`config.mk`:
```
export PLATFORM = sky130hd
export DESIGN_NAME = i2c_cmd_sequencer
export DESIGN_NICKNAME = d
export VERILOG_FILES = /design/src/rtl/i2c_cmd_sequencer.sv
export SDC_FILE = /design/constraint.sdc
export NUM_CORES = 1
export LEC_CHECK = 0
export CORE_UTILIZATION = 44
export DETAILED_ROUTE_END_ITERATION = 6
export GPL_TIMING_DRIVEN = 0
export PLACE_DENSITY_LB_ADDON = 0.08
export SLEW_MARGIN = 10
export SYNTH_ARGS = -nofsm -noshare
export SYNTH_HDL_FRONTEND = slang
export SYNTH_SLANG_ARGS = --single-unit
export TNS_END_PERCENT = 5
```
`constraint.sdc`:
```
create_clock -name clk -period 2.4 [get_ports clk]
set_input_delay 0.48 -clock clk [delete_from_list [all_inputs] [get_ports clk]]
set_output_delay 0.48 -clock clk [all_outputs]
set_load 0.02 [all_outputs]
```
`src/rtl/i2c_cmd_sequencer.sv`:
```
// i2c_cmd_sequencer: round-robin arbiter that time-slices one I2C master among
// NUM_REQ clients, pacing start/header/data/stop phases with a cycle counter.
module i2c_cmd_sequencer #(
   parameter int NUM_REQ     = 4,
   parameter int HDR_CYCLES  = 10,
   parameter int BYTE_CYCLES = 9,
   parameter int STOP_CYCLES = 2
) (
   input  logic                 clk,
   input  logic                 reset,
   input  logic [NUM_REQ-1:0]   req,
   input  logic [7*NUM_REQ-1:0] req_addr,
   input  logic [NUM_REQ-1:0]   req_rw,
   input  logic [4*NUM_REQ-1:0] req_len,
   input  logic [8*NUM_REQ-1:0] req_data,
   output logic [NUM_REQ-1:0]   gnt,
   output logic [NUM_REQ-1:0]   data_ack,
   output logic [NUM_REQ-1:0]   done,
   output logic                 busy,
   output logic                 m_start,
   output logic                 m_stop,
   output logic                 m_rw,
   output logic [6:0]           m_addr,
   output logic [7:0]           m_wdata
);
   // Client handshake: req is a level held until its done pulse; gnt stays high
   // for the whole transaction; each data_ack asks for the next write byte,
   // which must be on req_data within BYTE_CYCLES-1 cycles.
   localparam int IW   = (NUM_REQ > 1) ? $clog2(NUM_REQ) : 1;
   localparam int CMAX = (HDR_CYCLES > BYTE_CYCLES) ?
                         ((HDR_CYCLES > STOP_CYCLES) ? HDR_CYCLES : STOP_CYCLES) :
                         ((BYTE_CYCLES > STOP_CYCLES) ? BYTE_CYCLES : STOP_CYCLES);
   localparam int CW   = $clog2(CMAX + 1);

   typedef enum logic [2:0] {IDLE, START, HDR, DATA, STOP} state_t;

   state_t          state;
   logic [CW-1:0]   cnt;
   logic [3:0]      byte_left;
   logic [IW-1:0]   last;
   logic [IW-1:0]   cur;
   logic [IW-1:0]   sel_idx;
   logic [IW-1:0]   scan_idx;
   logic            sel_valid;
   logic [3:0]      sel_len;

   // Scan downward so the lowest offset from last+1 is the one that sticks.
   always_comb begin
      sel_valid = 1'b0;
      sel_idx   = '0;
      scan_idx  = '0;
      for (int k = NUM_REQ; k >= 1; k--) begin
         scan_idx = IW'((int'(last) + k) % NUM_REQ);
         if (req[scan_idx]) begin
            sel_valid = 1'b1;
            sel_idx   = scan_idx;
         end
      end
   end

   assign sel_len = req_len[int'(sel_idx)*4 +: 4];

   // Outputs are precomputed one edge early so each is visible in the cycle
   // it describes (ack on a slot's first cycle, done on the last STOP cycle).
   always_ff @(posedge clk or posedge reset) begin
      if (reset) begin
         state     <= IDLE;
         cnt       <= '0;
         byte_left <= '0;
         last      <= IW'(NUM_REQ - 1);
         cur       <= '0;
         gnt       <= '0;
         data_ack  <= '0;
         done      <= '0;
         busy      <= 1'b0;
         m_start   <= 1'b0;
         m_stop    <= 1'b0;
         m_rw      <= 1'b0;
         m_addr    <= '0;
         m_wdata   <= '0;
      end else begin
         m_start  <= 1'b0;
         data_ack <= '0;
         done     <= '0;
         case (state)
            IDLE: begin
               if (sel_valid) begin
                  gnt       <= NUM_REQ'(1) << sel_idx;
                  busy      <= 1'b1;
                  m_addr    <= req_addr[int'(sel_idx)*7 +: 7];
                  m_rw      <= req_rw[sel_idx];
                  m_wdata   <= req_data[int'(sel_idx)*8 +: 8];
                  byte_left <= (sel_len == 4'd0) ? 4'd0 : sel_len - 4'd1;
                  last      <= sel_idx;
                  cur       <= sel_idx;
                  state     <= START;
               end
            end
            START: begin
               m_start <= 1'b1;
               cnt     <= CW'(HDR_CYCLES - 1);
               state   <= HDR;
            end
            HDR: begin
               if (cnt == '0) begin
                  cnt      <= CW'(BYTE_CYCLES - 1);
                  data_ack <= gnt;
                  m_stop   <= (byte_left == 4'd0);
                  state    <= DATA;
               end else begin
                  cnt <= cnt - CW'(1);
               end
            end
            DATA: begin
               if (cnt == '0) begin
                  if (byte_left != 4'd0) begin
                     if (!m_rw) m_wdata <= req_data[int'(cur)*8 +: 8];
                     byte_left <= byte_left - 4'd1;
                     cnt       <= CW'(BYTE_CYCLES - 1);
                     data_ack  <= gnt;
                     m_stop    <= (byte_left == 4'd1);
                  end else begin
                     cnt   <= CW'(STOP_CYCLES - 1);
                     state <= STOP;
                     if (STOP_CYCLES == 1) done <= gnt;
                  end
               end else begin
                  cnt <= cnt - CW'(1);
               end
            end
            STOP: begin
               if (cnt == '0) begin
                  gnt    <= '0;
                  busy   <= 1'b0;
                  m_stop <= 1'b0;
                  state  <= IDLE;
               end else begin
                  cnt <= cnt - CW'(1);
                  if (cnt == CW'(1)) done <= gnt;
               end
            end
            default: state <= IDLE;
         endcase
      end
   end
endmodule

```
==> results_dict.tcl <==
set metrics [dict create \
    outcome "finished, violations left" \
    violations "design-rule violations" \
    grt_max_degree 32 \
    ant_nets 0 \
    endpoint_kind "flip-flop" \
    clockRootBuffer "clkbuf_8" \
    finalSetupViolCount 0 \
    drt_pass1_iterations 7 \
    antenna_found_initial 0 \
    vdd_ir_drop_max_v 0.000414 \
    syn-num-nets 404 \
    place_hpwl_mm 6.04 \
    path_clk_slew_ns 0.09 \
    via_per_inst 5.54 \
    io_pins 117 \
    syn_inst 313 \
    synth-simple-area-share_pct 17.0 \
    grt_pass1_wl_mm 13.3 \
    slew_violations 0 \
    yosys.area.top_type "dfrtp_1" \
    synth.distinct_cells 50 \
    p_switching_mw 1.89 \
    multiInputGateArea_sq_um 1740 \
    synth_top_area_share_pct 36.8 \
    p_int_mw 2.64 \
    htreeDepth 2 \
    arrival_ns 2.49 \
    power_density_nw_per_um2 1010 \
    grt-ovfl-total 0 \
    clock-skew-final_ns 0.00579 \
    die_area_sq_um 7130 \
    p_leak_nw 1.96 \
    fin_nets 535 \
    grt_pass1_vias 2863 \
    max_cap_viol_count 0 \
    synth_flop_cell "dfrtp_1" \
    core_sq_um 6460 \
    routed_wl_mm 7.97 \
    drtIter0Drc 105 \
    ys_warn_count 0 \
    cts_max_path_buffers 2 \
    yosys.area_share.xor_xnor_pct 0.293 \
    hold_viol 0 \
    final-seq-area_sq_um 1150 \
    cp-start-kind "flip-flop" \
    rows 29 \
    synth-edff-count 0 \
    wl_per_cell_um 15.3 \
    drive_gt1_share_pct 12.1 \
    crit_fanout 8 \
    clkLatencyLatePin_ns 0.30 \
    synth_area_per_cell_sq_um 9.55 \
    diodes 0 \
    chipHeight_um 84.4 \
    fin_ws_ns 0.0952 \
    max_freq_mhz 434 \
    cts_buffers 5 \
    drc 6 \
    fin_util_pct 69.4 \
    synth_top_family_by_area "compound AO/OA/AOI/OAI gates" \
    worst_pin_slew_ns 0.575 \
    ys_seq_area_share_pct 38.6 \
    cts_tree "done" \
    syn_area_sq_um 2990 \
    synth.area.mux_share_pct 15.6 \
    grt.total_usage_pct 23.4 \
    seqPwrFrac_pct 29.5 \
    fill_cells 534 \
    synth.area.top_cells "dfrtp_1 37%, mux2i_1 13%, a211oi_1 4.8%" \
    ys_async_sr_fraction_pct 100 \
    finalCriticalPeriod_ns 2.30 \
    min_period_over_period_pct 96.0 \
    clockPowerShare_pct 11.1 \
    worstHoldPathType "input pin to asynchronous set/reset pin" \
    dp_worst_setup_slack_ns -0.584 \
    start_util_pct 46.3 \
    combPwrFrac_pct 59.4 \
    ctsHoldBuffers 0 \
    vias 2890 \
    yosys.area_share.adder_pct 2.09 \
    slew_headroom_pct 61.4 \
    whs_ns 0.466 \
    ys_ff_latch 46 \
    switching_share_pct 41.7 \
    synth_compound_area_share_pct 21.9 \
    timing_worst_setup_path_type "flip-flop to flip-flop" \
    io_buffer_count 116 \
    die_w_um 84.4 \
    dp.cells 507 \
    areaGrowthSynthToFinish_pct 50.0 \
    gp_congestion 0.807 \
    crit_required_ns 2.58 \
    numClockSinks 46 \
    final_cells 522 \
]
state kept, by name (all words and copies together), names as in the netlist:
| signal | count |
|---|---|
| m_rw | 1 |
| m_addr | 7 |
| busy | 1 |
| gnt | 4 |
| state | 3 |
| done | 4 |
| byte_left | 4 |
| m_start | 1 |
| last | 2 |
| cnt | 4 |
| m_wdata | 8 |
| data_ack | 4 |
| m_stop | 1 |
| cur | 2 |
cells by family (layout without fill, tap and decap cells):
logic type,count (synthesis),count (layout)
buf+inv,30,162
fa+ha+maj,5,5
simple gates,99,99
mux,45,45
compound gates,87,87
xor+xnor,1,1
flops,46,46
what timing repair did:
item / 4_1_cts / 5_1_grt
setup endpoints to repair: 19 / 22
cloned: 0 / 0
resized for setup: 6 / 19
pin swaps: 3 / 2
endpoints found under the hold margin: 0 / 0
setup buffers: 6 / 1
power by group through the flow:
| stage | registers, mW | logic (mW) | clock network, mW |
|---|---|---|---|
| after floorplan | 1.50 | 1.49 | 0 |
| after global placement | 1.33 | 2.47 | 0 |
| after detailed placement | 1.34 | 2.52 | 0 |
| after CTS | 1.33 | 2.64 | 0.515 |
| after global routing | 1.38 | 2.93 | 0.547 |
| final | 1.34 | 2.69 | 0.502 |
cells in the final DEF (no fill, tap or decap), drive strengths merged, types with 5 or more instances in the layout:
cell	count
a21o	9
nor3	6
nor2b	11
a221oi	10
ha	5
inv	8
o21ai	15
nand2b	5
mux2i	41
buf	20
clkbuf	16
clkdlybuf4s50	112
nand2	20
dfrtp	44
a21oi	11
nor2	31
and2	10
a211oi	20
worst max-delay path, stage by stage (launching register included):
cell,delay (ns)
dfrtp_2,0.46
inv_2,0.10
ha_2,0.20
or3b_2,0.49
o41ai_4,0.43
nor2b_1,0.17
buf_2,0.21
a221oi_1,0.12
routing by layer:
layer	vias to the layer above	wire length [um]	track usage (%)
li1	1414	-	-
met1	1376	3460	29.4
met2	94	4040	40.6
met3	6	407	4.03
met4	0	63	8.47
met5	-	0	0
cell type report:
type / count / share of cell area, %
Inverter: 7 / 0.586
Sequential cell: 46 / 25.7
Timing Repair Buffer: 124 / 27.8
Tap cell: 77 / 2.15
Clock inverter: 3 / 0.558
Multi-Input combinational cell: 237 / 38.8
Clock buffer: 5 / 1.53
Buffer: 23 / 2.82
through the flow:
step | setup TNS, ns | cell area, sq um | power [mW]
2_1_floorplan | 0 | 2990 | 2.99
3_3_place_gp | -13.03 | 4250 | 3.80
3_5_place_dp | -9.91 | 4270 | 3.85
4_1_cts | -0.0631 | 4430 | 4.48
5_1_grt | -0.0282 | 4490 | 4.85
6_report | 0 | 4490 | 4.53
path summary, 6_finish.rpt:
check	start	cells past startpoint	to	slack (ns)
worst max register to register	cnt[0]	7	m_wdata[6]	0.1
max in group asynchronous	reset	3	last[0]	1.38
worst min register to register	m_addr[0]	1	m_addr[0]	0.49
min in group clk	m_addr[0]	1	m_addr[0]	0.49
worst min-delay path	reset	2	m_wdata[0]	0.47
worst max-delay path	cnt[0]	7	m_wdata[6]	0.1
cells in the mapped netlist (6+ instances only):
cell type	count
a211oi_1	19
a21o_1	9
a21oi_1	11
a221oi_1	10
and2_1	9
buf_2	6
clkbuf_1	12
dfrtp_1	44
inv_1	7
mux2i_1	40
nand2_1	20
nor2_1	31
nor2b_1	11
nor3_1	6
o21ai_0	15
No activity file was read; power rests on OpenSTA's default activity.
